==> src/rtl/camera_frame_source_if.sv <==
// camera_frame_source_if
// Parallel camera video bus as seen on the camera connector.
//   PCLK  : pixel clock (byte strobe, data stable across its rising edge)
//   HREF  : high while active bytes of a line are on DATA
//   VSYNC : high during the vertical sync period
//   DATA  : one byte of an RGB565 pixel, high byte first
// master = the camera (or its emulator), slave = the capture logic.
interface camera_frame_source_if;
  logic       PCLK;
  logic       HREF;
  logic       VSYNC;
  logic [7:0] DATA;

  modport master (output PCLK, output HREF, output VSYNC, output DATA);
  modport slave  (input  PCLK, input  HREF, input  VSYNC, input  DATA);
endinterface

==> src/rtl/camera_frame_source.sv <==
// camera_frame_source
// Emulates the camera's parallel video output so the capture path can be
// brought up without the sensor. Frames are built from internal test patterns
// (solid, colour bars, gradient, checker) and sent as RGB565, high byte first.
//
// Ports:
//   CLK        system clock; PCLK runs at CLK/2
//   RESET_N    asynchronous active-low reset, aborts any frame in progress
//   EN         allows a new frame to start at the next slot boundary
//   MODE       pattern select, latched at frame start
//   COLOR      solid-mode RGB565 value, latched at frame start
//   cam        camera bus (PCLK, HREF, VSYNC, DATA), master side
//   FRAME_DONE one-CLK pulse on the edge that ends the last front-porch slot
//
// A "slot" is one byte time (2 CLK). Everything except PCLK changes only on the
// CLK edge that drives PCLK low, so the capture side sees stable values on the
// PCLK rising edge.
module camera_frame_source #(
  parameter int WIDTH    = 176,
  parameter int HEIGHT   = 144,
  parameter int H_BLANK  = 32,
  parameter int VS_LINES = 3,
  parameter int VB_LINES = 10,
  parameter int VF_LINES = 5
) (
  input  logic                          CLK,
  input  logic                          RESET_N,
  input  logic                          EN,
  input  logic [1:0]                    MODE,
  input  logic [15:0]                   COLOR,
  camera_frame_source_if.master         cam,
  output logic                          FRAME_DONE
);

  localparam int LINE_SLOTS = 2 * WIDTH + H_BLANK;
  // +1 keeps 2*WIDTH representable even when H_BLANK = 0
  localparam int SLOT_W     = $clog2(LINE_SLOTS + 1);
  localparam int ML_A       = (VS_LINES > VB_LINES) ? VS_LINES : VB_LINES;
  localparam int ML_B       = (HEIGHT > VF_LINES) ? HEIGHT : VF_LINES;
  localparam int MAX_LINES  = (ML_A > ML_B) ? ML_A : ML_B;
  localparam int LINE_W     = $clog2(MAX_LINES + 1);

  localparam logic [SLOT_W-1:0] SLOT_LAST    = SLOT_W'(LINE_SLOTS - 1);
  localparam logic [SLOT_W-1:0] ACTIVE_SLOTS = SLOT_W'(2 * WIDTH);
  localparam logic [15:0]       BAR_W        = 16'(WIDTH / 8);

  typedef enum logic [2:0] {
    ST_IDLE   = 3'd0,
    ST_VSYNC  = 3'd1,
    ST_VBACK  = 3'd2,
    ST_ACTIVE = 3'd3,
    ST_VFRONT = 3'd4
  } state_t;

  state_t              state_r;
  state_t              state_nx_s;
  logic                phase_r;
  logic [SLOT_W-1:0]   slot_r;
  logic [SLOT_W-1:0]   slot_nx_s;
  logic [LINE_W-1:0]   line_r;
  logic [LINE_W-1:0]   line_nx_s;
  logic [LINE_W-1:0]   line_last_s;
  logic                latch_s;
  logic                done_s;
  logic [1:0]          mode_r;
  logic [15:0]         color_r;
  logic                href_nx_s;
  logic                vsync_nx_s;
  logic [7:0]          data_nx_s;
  logic [15:0]         px_s;
  logic [5:0]          ln_s;
  logic [15:0]         pix_s;
  logic                href_r;
  logic                vsync_r;
  logic [7:0]          data_r;
  logic                frame_done_r;

  // Slot boundaries are the edges where phase is 1 (PCLK falling).
  logic boundary_s;
  assign boundary_s = phase_r;

  // RGB565 test-pattern pixel at column px of active line ln.
  function automatic logic [15:0] pattern_pixel(input logic [1:0]  mode,
                                                input logic [15:0] color,
                                                input logic [15:0] px,
                                                input logic [5:0]  ln);
    logic [15:0] pix;
    logic [15:0] bar;
    bar = px / BAR_W;
    case (mode)
      2'd0: pix = color;
      2'd1: begin
        case (bar)
          16'd0:   pix = 16'hFFFF;
          16'd1:   pix = 16'hFFE0;
          16'd2:   pix = 16'h07FF;
          16'd3:   pix = 16'h07E0;
          16'd4:   pix = 16'hF81F;
          16'd5:   pix = 16'hF800;
          16'd6:   pix = 16'h001F;
          default: pix = 16'h0000;
        endcase
      end
      2'd2:    pix = {px[4:0], ln[5:0], px[4:0]};
      2'd3:    pix = (px[3] ^ ln[3]) ? 16'hFFFF : 16'h0000;
      default: pix = 16'h0000;
    endcase
    return pix;
  endfunction

  // PCLK phase: free-running toggle.
  always_ff @(posedge CLK or negedge RESET_N) begin
    if (!RESET_N) begin
      phase_r <= 1'b0;
    end else begin
      phase_r <= ~phase_r;
    end
  end

  // Index of the last line in the current vertical state.
  always_comb begin
    line_last_s = {LINE_W{1'b0}};
    case (state_r)
      ST_VSYNC:  line_last_s = LINE_W'(VS_LINES - 1);
      ST_VBACK:  line_last_s = LINE_W'(VB_LINES - 1);
      ST_ACTIVE: line_last_s = LINE_W'(HEIGHT - 1);
      ST_VFRONT: line_last_s = LINE_W'(VF_LINES - 1);
      default:   line_last_s = {LINE_W{1'b0}};
    endcase
  end

  // FSM next state and slot/line counter advance.
  always_comb begin
    state_nx_s = state_r;
    slot_nx_s  = slot_r;
    line_nx_s  = line_r;
    latch_s    = 1'b0;
    done_s     = 1'b0;
    if (boundary_s) begin
      if (state_r == ST_IDLE) begin
        if (EN) begin
          state_nx_s = ST_VSYNC;
          latch_s    = 1'b1;
        end else begin
          state_nx_s = ST_IDLE;
        end
      end else if (slot_r != SLOT_LAST) begin
        slot_nx_s = slot_r + SLOT_W'(1);
      end else begin
        slot_nx_s = {SLOT_W{1'b0}};
        if (line_r != line_last_s) begin
          line_nx_s = line_r + LINE_W'(1);
        end else begin
          line_nx_s = {LINE_W{1'b0}};
          case (state_r)
            ST_VSYNC:  state_nx_s = ST_VBACK;
            ST_VBACK:  state_nx_s = ST_ACTIVE;
            ST_ACTIVE: state_nx_s = ST_VFRONT;
            ST_VFRONT: begin
              // Frame ends here; a pending EN chains straight into the next sync.
              done_s = 1'b1;
              if (EN) begin
                state_nx_s = ST_VSYNC;
                latch_s    = 1'b1;
              end else begin
                state_nx_s = ST_IDLE;
              end
            end
            default:   state_nx_s = ST_IDLE;
          endcase
        end
      end
    end else begin
      state_nx_s = state_r;
    end
  end

  // Output decode from the state/counters that take effect at this edge.
  always_comb begin
    href_nx_s  = 1'b0;
    vsync_nx_s = 1'b0;
    data_nx_s  = 8'h00;
    px_s       = 16'(slot_nx_s) >> 1;
    ln_s       = 6'(line_nx_s);
    pix_s      = pattern_pixel(mode_r, color_r, px_s, ln_s);
    vsync_nx_s = (state_nx_s == ST_VSYNC);
    if ((state_nx_s == ST_ACTIVE) && (slot_nx_s < ACTIVE_SLOTS)) begin
      href_nx_s = 1'b1;
      data_nx_s = slot_nx_s[0] ? pix_s[7:0] : pix_s[15:8];
    end else begin
      href_nx_s = 1'b0;
      data_nx_s = 8'h00;
    end
  end

  // FSM state and counters register.
  always_ff @(posedge CLK or negedge RESET_N) begin
    if (!RESET_N) begin
      state_r <= ST_IDLE;
      slot_r  <= {SLOT_W{1'b0}};
      line_r  <= {LINE_W{1'b0}};
    end else begin
      state_r <= state_nx_s;
      slot_r  <= slot_nx_s;
      line_r  <= line_nx_s;
    end
  end

  // Pattern configuration captured at frame start, held for the whole frame.
  always_ff @(posedge CLK or negedge RESET_N) begin
    if (!RESET_N) begin
      mode_r  <= 2'd0;
      color_r <= 16'h0000;
    end else if (latch_s) begin
      mode_r  <= MODE;
      color_r <= COLOR;
    end
  end

  // Registered camera outputs and end-of-frame pulse.
  always_ff @(posedge CLK or negedge RESET_N) begin
    if (!RESET_N) begin
      href_r       <= 1'b0;
      vsync_r      <= 1'b0;
      data_r       <= 8'h00;
      frame_done_r <= 1'b0;
    end else begin
      href_r       <= href_nx_s;
      vsync_r      <= vsync_nx_s;
      data_r       <= data_nx_s;
      frame_done_r <= done_s;
    end
  end

  assign cam.PCLK  = phase_r;
  assign cam.HREF  = href_r;
  assign cam.VSYNC = vsync_r;
  assign cam.DATA  = data_r;
  assign FRAME_DONE = frame_done_r;

endmodule
==> src/flat_wrapper.sv <==
// flat-port wrapper written by rule: the top's interface ports become plain ports
module camera_frame_source_flat 
#(
  parameter int WIDTH    = 176,
  parameter int HEIGHT   = 144,
  parameter int H_BLANK  = 32,
  parameter int VS_LINES = 3,
  parameter int VB_LINES = 10,
  parameter int VF_LINES = 5
)
  (CLK, RESET_N, EN, MODE, COLOR, FRAME_DONE, cam_PCLK, cam_HREF, cam_VSYNC, cam_DATA);
  camera_frame_source_if cam_i ();
  input  logic CLK;
  input  logic RESET_N;
  input  logic EN;
  input  logic [1:0] MODE;
  input  logic [15:0] COLOR;
  output logic FRAME_DONE;
  output wire logic [$bits(cam_i.PCLK)-1:0] cam_PCLK;
  output wire logic [$bits(cam_i.HREF)-1:0] cam_HREF;
  output wire logic [$bits(cam_i.VSYNC)-1:0] cam_VSYNC;
  output wire logic [$bits(cam_i.DATA)-1:0] cam_DATA;
  assign cam_PCLK = cam_i.PCLK;
  assign cam_HREF = cam_i.HREF;
  assign cam_VSYNC = cam_i.VSYNC;
  assign cam_DATA = cam_i.DATA;
  camera_frame_source #(.WIDTH(WIDTH), .HEIGHT(HEIGHT), .H_BLANK(H_BLANK), .VS_LINES(VS_LINES), .VB_LINES(VB_LINES), .VF_LINES(VF_LINES)) u_core (.CLK(CLK), .RESET_N(RESET_N), .EN(EN), .MODE(MODE), .COLOR(COLOR), .cam(cam_i), .FRAME_DONE(FRAME_DONE));
endmodule
==> config.mk <==
export PLATFORM = sky130hd
export DESIGN_NAME = camera_frame_source_flat
export DESIGN_NICKNAME = d
export VERILOG_FILES = /design/src/rtl/camera_frame_source_if.sv /design/src/rtl/camera_frame_source.sv /design/src/flat_wrapper.sv
export SDC_FILE = /design/constraint.sdc
export NUM_CORES = 1
export LEC_CHECK = 0
export ABC_AREA = 1
export BUFFER_PORTS_ARGS = -buffer_cell sky130_fd_sc_hd__buf_4
export CAP_MARGIN = 40
export CORE_MARGIN = 4
export CORE_UTILIZATION = 45
export DETAILED_ROUTE_END_ITERATION = 16
export GPL_TIMING_DRIVEN = 1
export SLEW_MARGIN = 0
export SYNTH_ARGS = -nofsm -noshare
export SYNTH_HDL_FRONTEND = slang
export SYNTH_SLANG_ARGS = --single-unit
==> constraint.sdc <==
create_clock -name CLK -period 8.45 [get_ports CLK]
set_clock_uncertainty 0.1 [all_clocks]
set_input_delay 1.69 -clock CLK [delete_from_list [all_inputs] [get_ports CLK]]
set_output_delay 1.69 -clock CLK [all_outputs]
set_load 0.02 [all_outputs]
==> results.sh, run 1 <==
export IMPL_drt_iter0_markers=91
export IMPL_hpwl_um=5750
export IMPL_syn_inst=416
export IMPL_final_cell_mix="90 x nand2_1, 54 x inv_1, 50 x dfrtp_1"
export IMPL_rsz0062_at_grt="no"
export IMPL_cp_start_kind="flip-flop"
export IMPL_antenna_cells=0
export IMPL_syn_area_per_cell_um2=7.92
export IMPL_end_kind="flip-flop"
export IMPL_setup_ws_ps=4400
export IMPL_areaGrowthSynthToFinish_pct=14.4
export IMPL_cp_data_required_time_ps=8590
export IMPL_n_fill_cell=668
export IMPL_path_max_fanout=7
export IMPL_insertion_delay_ps=310
export IMPL_hold_viol=0
export IMPL_root_buffer="clkbuf_8"
export IMPL_ant_nets=0
export IMPL_grt_usage_pct=18.1
export IMPL_status="finished clean"
export IMPL_antenna_found_initial=0
export IMPL_slew_headroom_pct=47.7
export IMPL_max_stage_delay_ps=410
export IMPL_drv_cap=0
export IMPL_setup_tns_ps=0
export IMPL_place_congestion=0.877
export IMPL_timing_final_crit_share_pct=47.9
export IMPL_cts_tree="yes"
export IMPL_multi_input_area_mm2=0.00177
export IMPL_die_area_mm2=0.00875
export IMPL_fp_dieH_um=93.6
export IMPL_hp_class="flip-flop to flip-flop"
export IMPL_grt_pass1_vias=2683
export IMPL_setup_violations=0
export IMPL_ctsResizeCount=0
export IMPL_async_flop_share_pct=100
export IMPL_irDropWorstVdd_v=0.0000685
export IMPL_h_tree_depth=2
export IMPL_drc=0
export IMPL_fmax_mhz=247
export IMPL_post_cts_setup_buffers=0
export IMPL_synth_edf_count=0
export IMPL_p_leak_nw=1.99
export IMPL_place_ws_ps=4430
export IMPL_synth_cell_types=38
export IMPL_slew_viol_final=0
export IMPL_yosysWarnings=0
export IMPL_final_nets=476
export IMPL_synth_nets=441
export IMPL_io_buffers=32
export IMPL_cp_arrival_ps=4190
export IMPL_syn_area_mm2=0.00329
export IMPL_crit_slowest_cell="dfrtp_1"
export IMPL_synth_flop_cell="dfrtp_1"
export IMPL_finalWirelength_um=7370
export IMPL_start_util_pct=47.4
export IMPL_ys_seq_elements=50
export IMPL_firstDrtPassIters=4
export IMPL_min_period_ps=4050
export IMPL_cts_made_buffers=5
export IMPL_core_area_mm2=0.00694
export IMPL_rows=30
export IMPL_layout_commonest_cell="nand2_1"
export IMPL_seqCellArea_mm2=0.00125
export IMPL_ys_seq_area_share_pct=38.0
export IMPL_finish_instance_area_mm2=0.00377
export IMPL_tightest_slew_ps=777
export IMPL_grt_pass1_wl_um=12700
export IMPL_wl_per_cell_um=13.4
export IMPL_clkTransAtPathRegs_ps=100
export IMPL_ioPinCount=33
export IMPL_cts_max_path_buffers=2
export IMPL_power_density_mw_per_mm2=114
export IMPL_drive_above_1_share_pct=27.9
export IMPL_hold_ws_ps=408
export IMPL_cts_sinks=50
export IMPL_num_vias=2753
export IMPL_vias_per_cell=5.02
export IMPL_die_w_um=93.6
export IMPL_dpl_instance_area_mm2=0.00365
export IMPL_cts_hold_buf=0
export IMPL_cpMostUsedCell="nand2_1"
export IMPL_grt_overflow_total=0
export IMPL_grt_max_degree=51
export IMPL_path_class="flip-flop to flip-flop"
-- worst max-delay path, delay by kind of cell (launching register included) --
family / cells / cell delay [ps]
fa+ha+maj: 3 / 640
buf+inv: 4 / 330
simple gates: 22 / 2210
compound gates: 2 / 250
flops: 1 / 410
-- report_power, final --
group	switching (mW)	total, mW	internal (mW)
clock	0.0876	0.178	0.0903
combinational	0.00600	0.0119	0.00592
sequential	0	0.239	0.239
total	0.0936	0.429	0.335
-- cell type report --
type | count | area share [%]
clock buffers | 5 | 1.83
inverters | 63 | 6.41
multi-input cells | 297 | 47.1
well taps | 96 | 3.19
flip-flops and latches | 50 | 33.2
repair buffers | 34 | 6.97
clock inverters | 3 | 1.30
-- metrics by stage --
| stage | utilization (%) | power [mW] | instances |
|---|---|---|---|
| after floorplan | - | 0.244 | 416 |
| after global placement | 52.3 | 0.256 | 539 |
| after detailed placement | 52.6 | 0.256 | 540 |
| after CTS | 54.3 | 0.434 | 548 |
| after global routing | 54.3 | 0.448 | 548 |
| final | 54.3 | 0.429 | 548 |
-- Yosys cell counts, drive strengths merged, types with 4 or more instances --
master	instances	area share [%]
o21ai	17	2.6
clkbuf	4	0.46
inv	62	7.2
a21oi	34	5.8
dfrtp	50	38
o21a	4	0.91
ha	4	1.5
mux2	16	5.5
nor3	10	1.7
nand4	15	3.4
nor2	43	7.1
nand2	108	15
or2	9	1.7
nand3	27	6.0
-- flip-flops by register name (all words and copies together) (netlist names) --
name / flops
u_core.cam.PCLK: 1
u_core.cam.DATA: 8
u_core.FRAME_DONE: 1
u_core.color_r: 16
u_core.mode_r: 2
u_core.slot_r: 9
u_core.cam.VSYNC: 1
u_core.cam.HREF: 1
u_core.line_r: 8
u_core.state_r: 3
-- kinds of logic after synthesis --
group | count (synthesis) | share of synthesized area [%]
compound gates | 60 | 10.7
simple gates | 213 | 35.1
xor+xnor | 4 | 1.06
flops | 50 | 38.0
buf+inv | 69 | 8.17
fa+ha+maj | 4 | 1.52
mux | 16 | 5.47
-- layer usage --
metal  part of all wire [%]  GRT usage (%)  wire length [µm]
met5                      0              0                 0
met4                   0.95           4.57                70
met3                    3.2           2.65               237
met2                     49           30.3              3620
met1                     47           24.6              3440
-- worst paths after layout --
kind                                    from                 end  slack (ps)  depth (start not counted)
setup / recovery            u_core.slot_r[1]  u_core.cam.DATA[4]        4400                         31
hold / removal             u_core.color_r[1]   u_core.color_r[1]         410                          1
setup reg to reg            u_core.slot_r[1]  u_core.cam.DATA[4]        4400                         31
hold reg to reg            u_core.color_r[1]   u_core.color_r[1]         410                          1
max in group asynchronous            RESET_N  u_core.color_r[12]        6520                          1
min in group asynchronous            RESET_N    u_core.cam.VSYNC        1270                          1
Note: power is estimated with default switching activity, not from simulation.
==> run 2, diff against run 1 <==
--- a/config.mk
+++ b/config.mk
@@ -12,6 +12,7 @@
 export CORE_UTILIZATION = 45
 export DETAILED_ROUTE_END_ITERATION = 16
 export GPL_TIMING_DRIVEN = 1
+export PLACE_DENSITY = 0.66
 export SLEW_MARGIN = 0
 export SYNTH_ARGS = -nofsm -noshare
 export SYNTH_HDL_FRONTEND = slang
==> constraint.sdc (replaced) <==
create_clock -name CLK -period 3.3 [get_ports CLK]
set_clock_uncertainty 0.1 [all_clocks]
set_input_delay 0.66 -clock CLK [delete_from_list [all_inputs] [get_ports CLK]]
set_output_delay 0.66 -clock CLK [all_outputs]
set_load 0.02 [all_outputs]
==> run 2 against run 1 <==
Net effect: the flow now finishes with violations (setup timing); register-to-register slack got worse by 4500 ps; sequential cell count stayed put; maximum frequency grew 20%; global-route usage increased by 0.69 points; critical endpoint is now u_core.cam.DATA[5]; largest power group unchanged.
==> results.sh, run 2 (synthesis gave the netlist of run 1 again) <==
export IMPL_grt_util_met2_pct=32.8
export IMPL_cts_max_path_buffers=2
export IMPL_p_int_uw=851
export IMPL_ioPinCount=33
export IMPL_largest_reg_flops=16
export IMPL_drv_cap=0
export IMPL_root_buffer="clkbuf_8"
export IMPL_num_vias=2988
export IMPL_dp_cells=576
export IMPL_finalWirelength_um=7830
export IMPL_core_area_mm2=0.00694
export IMPL_clkPwrFrac_pct=40.2
export IMPL_setup_tns_ps=-385
export IMPL_cpMostUsedCell="nand2_2"
export IMPL_irDropWorstVdd_v=0.000203
export IMPL_path_max_fanout=5
export IMPL_h_tree_depth=2
export IMPL_p_switching_uw=224
export IMPL_rsz0062_at_grt="yes"
export IMPL_r2r_slack_ps=-80
export IMPL_cts_hold_buf=0
export IMPL_slew_viol_final=0
export IMPL_cp_data_required_time_ps=3390
export IMPL_use_met1_pct=24.3
export IMPL_drc=0
export IMPL_reg_top3="u_core.color_r (16), u_core.slot_r (9)"
export IMPL_path_class="flip-flop to flip-flop"
export IMPL_cp_start_kind="flip-flop"
export IMPL_cts_sinks=50
export IMPL_rr_startpoint="u_core.slot_r[1]"
export IMPL_wl_per_cell_um=13.3
export IMPL_rows=30
export IMPL_setup_violations=7
export IMPL_die_w_um=93.6
export IMPL_cts_tree="yes"
export IMPL_finalNonFillerCells=590
export IMPL_critPathBufInv=5
export IMPL_grt_max_degree=51
export IMPL_seqPwrFrac_pct=57.0
export IMPL_top_register="u_core.color_r"
export IMPL_p_leak_nw=2.22
export IMPL_fmax_mhz=296
export IMPL_cp_startpoint="u_core.slot_r[1]"
export IMPL_netSwitchingFraction_pct=20.8
export IMPL_grt_pass1_wl_um=13300
export IMPL_antenna_found_initial=0
export IMPL_min_period_ps=3380
export IMPL_combPwrFrac_pct=2.8
export IMPL_end_kind="flip-flop"
export IMPL_hp_class="input port to asynchronous set/reset pin"
export IMPL_status="finished, violations left"
export IMPL_ant_nets=0
export IMPL_power_density_mw_per_mm2=255
export IMPL_grt_busiest_layer="met2"
export IMPL_max_stage_delay_ps=410
export IMPL_cts_made_buffers=5
export IMPL_cpLargestDelayFamily="simple AND/OR/NAND/NOR gates"
export IMPL_setup_ws_ps=-78.6
export IMPL_io_buffers=32
export IMPL_grt_usage_pct=18.8
export IMPL_drt_iter0_markers=140
export IMPL_hpwl_um=5940
export IMPL_clkTransAtPathRegs_ps=90
export IMPL_insertion_delay_ps=300
export IMPL_dpl_instance_area_mm2=0.00396
export IMPL_grt_overflow_total=0
export IMPL_drive_above_1_share_pct=38.9
export IMPL_layout_commonest_cell="nand2_1"
export IMPL_timing_final_crit_share_pct=102
export IMPL_finish_instance_area_mm2=0.00422
export IMPL_die_area_mm2=0.00875
export IMPL_final_nets=519
export IMPL_cp_arrival_ps=3470
export IMPL_vias_per_cell=5.06
export IMPL_slew_headroom_pct=57.1
export IMPL_firstDrtPassIters=4
export IMPL_crit_slowest_cell="dfrtp_1"
export IMPL_globalRouteMet3Util_pct=2.82
export IMPL_seqCellArea_mm2=0.00125
export IMPL_final_cell_mix="81 x nand2_1, 75 x buf_4, 49 x inv_1, 49 x dfrtp_1, 31 x nor2_1"
export IMPL_violations="setup timing"
export IMPL_antenna_cells=0
export IMPL_tightest_slew_ps=644
export IMPL_fp_dieH_um=93.6
export IMPL_areaGrowthSynthToFinish_pct=28.1
export IMPL_n_fill_cell=634
export IMPL_multi_input_area_mm2=0.00191
export IMPL_grt_pass1_vias=2945
export IMPL_start_util_pct=47.4
export IMPL_hold_viol=0
export IMPL_place_congestion=0.889
[run 2: cell types whose count changed in the layout (fill, tap and decap cells not counted), sizes merged]
cell / change
buf: +43
clkinv: +1
clkinvlp: -1
inv: -1
[run 2: area by class of cell]
class	count	share of cell area, %
inverter	63	5.78
clock inverter	2	0.919
timing repair buffer	77	13.9
clock buffer	5	1.63
sequential	50	29.7
tap	96	2.85
multi-input combinational	297	45.3
[run 2: power groups by stage]
stage               Clock [mW]  Combinational [mW]  Sequential [mW]
global route             0.469              0.0348            0.612
global placement             0              0.0312            0.624
floorplan                    0            0.000885            0.624
detailed placement           0              0.0317            0.624
finish                   0.432              0.0303            0.612
CTS                      0.448              0.0319            0.612
[run 2: what timing repair did]
| item | 4_1_cts | 5_1_grt |
|---|---|---|
| setup buffers | 5 | 2 |
| pin swaps | 16 | 9 |
| setup endpoints to repair | 8 | 8 |
| resized for setup | 13 | 12 |
[run 2: worst paths after layout]
path                                      endpoint  cells past startpoint
min in group CLK                u_core.color_r[14]                      1
worst max register to register  u_core.cam.DATA[5]                     29
max in group asynchronous          u_core.cam.PCLK                      1
worst max-delay path            u_core.cam.DATA[5]                     29
worst min register to register  u_core.color_r[14]                      1
worst min-delay path              u_core.slot_r[7]                      1
[run 2: per-layer routing]
metal / up-vias / share of wire [%]
met3: 7 / 3.3
li1: 1504 / -
met5: - / 0
met1: 1423 / 45
met2: 54 / 51
met4: 0 / 1.2
[run 2: stage by stage]
stage	worst slack, ps	utilization, %	total power, mW	hold slack, ps
final	-78.6	60.8	1.07	264
after global routing	-320	60.8	1.12	320
after CTS	-47.6	60.0	1.09	302
after detailed placement	-128	57.0	0.656	386
after global placement	-60.2	57.0	0.655	384
after floorplan	-68.4	-	0.625	264
==> run 3, diff against run 2 <==
--- a/config.mk
+++ b/config.mk
@@ -8,7 +8,7 @@
 export ABC_AREA = 1
 export BUFFER_PORTS_ARGS = -buffer_cell sky130_fd_sc_hd__buf_4
 export CAP_MARGIN = 40
-export CORE_MARGIN = 4
+export CORE_MARGIN = 2
 export CORE_UTILIZATION = 45
 export DETAILED_ROUTE_END_ITERATION = 16
 export GPL_TIMING_DRIVEN = 1
==> run 3 against run 2 <==
Net effect: the run still ends with setup timing left; setup slack got worse by 39 ps; combinational power barely moved; critical path type unchanged; sequential cell count unchanged; highest routed layer unchanged; sequential power about the same; largest cell class unchanged; utilization shrank 0.98 points; via count increased by 1.9%; hold slack hardly changed; count of clock-buffer cells in the layout up 1; first-iteration DRC count increased by 41%; routed wire length increased by 2.1%.
==> results.sh, run 3 (synthesis gave the netlist of run 1 again) <==
export IMPL_status="finished, violations left"
export IMPL_violations="setup timing"
export IMPL_die_area_mm2=0.00802
export IMPL_die_w_um=89.6
export IMPL_cts_sinks=50
export IMPL_grt_pass1_wl_um=13400
export IMPL_num_vias=3045
export IMPL_final_util_pct=59.8
export IMPL_setup_violations=8
export IMPL_tightest_slew_ps=635
export IMPL_cts_hold_buf=0
export IMPL_p_total_mw=1.03
export IMPL_setup_ws_ps=-118
export IMPL_io_buffers=32
export IMPL_p_switching_uw=232
export IMPL_top_register="u_core.color_r"
export IMPL_ant_nets=0
export IMPL_drc=0
export IMPL_root_buffer="clkbuf_8"
export IMPL_end_kind="flip-flop"
export IMPL_firstDrtPassIters=4
export IMPL_rsz0062_at_grt="yes"
export IMPL_drive_above_1_share_pct=41.2
export IMPL_fp_dieH_um=89.6
export IMPL_irDropWorstVdd_v=0.000172
export IMPL_p_leak_nw=2.22
export IMPL_power_density_mw_per_mm2=241
export IMPL_finalNonFillerCells=602
export IMPL_grt_max_degree=51
export IMPL_finalWirelength_um=8000
export IMPL_cts_max_path_buffers=2
export IMPL_antenna_found_initial=0
export IMPL_place_ws_ps=-159
export IMPL_dp_cells=583
export IMPL_critPathBufInv=6
export IMPL_reg_top3="u_core.color_r (16), u_core.slot_r (9)"
export IMPL_vias_per_cell=5.06
export IMPL_final_nets=527
export IMPL_grt_overflow_total=0
export IMPL_n_fill_cell=650
export IMPL_max_stage_delay_ps=420
export IMPL_cp_arrival_ps=3500
export IMPL_h_tree_depth=2
export IMPL_slew_viol_final=0
export IMPL_core_area_mm2=0.00718
export IMPL_ioPinCount=33
export IMPL_grt_usage_pct=21.4
export IMPL_drv_cap=0
export IMPL_path_class="flip-flop to flip-flop"
export IMPL_drt_iter0_markers=197
export IMPL_clkTransAtPathRegs_ps=100
export IMPL_slew_headroom_pct=57.7
export IMPL_cp_data_required_time_ps=3390
export IMPL_seqPwrFrac_pct=59.3
export IMPL_start_util_pct=45.9
export IMPL_fmax_mhz=293
export IMPL_hpwl_um=5960
export IMPL_grt_pass1_vias=3078
export IMPL_crit_slowest_cell="dfrtp_1"
export IMPL_clkPwrFrac_pct=37.8
export IMPL_hold_viol=0
export IMPL_wl_per_cell_um=13.3
export IMPL_hold_ws_ps=264
export IMPL_min_period_ps=3420
export IMPL_largest_reg_flops=16
export IMPL_cts_tree="yes"
export IMPL_timing_final_crit_share_pct=104
export IMPL_place_congestion=0.928
export IMPL_cts_made_buffers=5
export IMPL_insertion_delay_ps=300
export IMPL_layout_commonest_cell="buf_4"
export IMPL_antenna_cells=0
export IMPL_final_cell_mix="84 x buf_4, 78 x nand2_1, 50 x inv_1"
export IMPL_hp_class="input port to asynchronous set/reset pin"
export IMPL_combPwrFrac_pct=2.9
export IMPL_path_max_fanout=5
export IMPL_rows=31
export IMPL_areaGrowthSynthToFinish_pct=30.2
export IMPL_p_int_uw=800
export IMPL_cpLargestDelayFamily="simple AND/OR/NAND/NOR gates"
export IMPL_cp_start_kind="flip-flop"
export IMPL_netSwitchingFraction_pct=22.4
==> run 3: layout make-up <==
type	instances	area [µm²]	area share, %
clock inverters	2	16.3	0.379
clock buffers	6	82.6	1.93
well taps	99	124	2.89
multi-input cells	297	1930	45.0
flip-flops and latches	50	1250	29.2
inverters	63	241	5.63
repair buffers	85	642	15.0
==> run 3: per-stage QoR <==
| stage | area [µm²] | setup TNS, ps |
|---|---|---|
| after floorplan | 3350 | -317 |
| after global placement | 3990 | -292 |
| after detailed placement | 3990 | -1010 |
| after CTS | 4190 | -276 |
| after global routing | 4290 | -2570 |
| final | 4290 | -567 |
==> run 3: final timing paths <==
check,from,to,slack [ps],depth (start not counted)
min in group CLK,u_core.color_r[14],u_core.color_r[14],410,1
hold / removal,RESET_N,u_core.slot_r[7],260,1
max in group asynchronous,RESET_N,u_core.slot_r[4],2370,1
hold reg to reg,u_core.color_r[14],u_core.color_r[14],410,1
setup reg to reg,u_core.slot_r[1],u_core.cam.DATA[5],-120,30
setup / recovery,u_core.slot_r[1],u_core.cam.DATA[5],-120,30
==> run 3: power by group through the flow <==
stage / Clock [mW] / Sequential (mW) / Combinational (mW)
4_1_cts: 0.399 / 0.612 / 0.0316
6_report: 0.390 / 0.612 / 0.0301
3_3_place_gp: 0 / 0.624 / 0.0313
3_5_place_dp: 0 / 0.624 / 0.0315
2_1_floorplan: 0 / 0.624 / 0.000885
5_1_grt: 0.425 / 0.612 / 0.0345
==> run 3: what timing repair did <==
item,CTS,global route
gates resized for setup,12,17
setup buffers,6,5
endpoints found under the hold margin,0,0
setup endpoints to repair,8,8
pin swaps,11,12
==> run 3: layer usage <==
| layer | vias to the layer above | GRT usage (%) | wire length, µm |
|---|---|---|---|
| met5 | - | 0 | 0 |
| met4 | 0 | 5.83 | 64 |
| met3 | 7 | 3.32 | 268 |
| met2 | 72 | 36.9 | 4110 |
| met1 | 1447 | 27.8 | 3550 |
| li1 | 1519 | - | - |
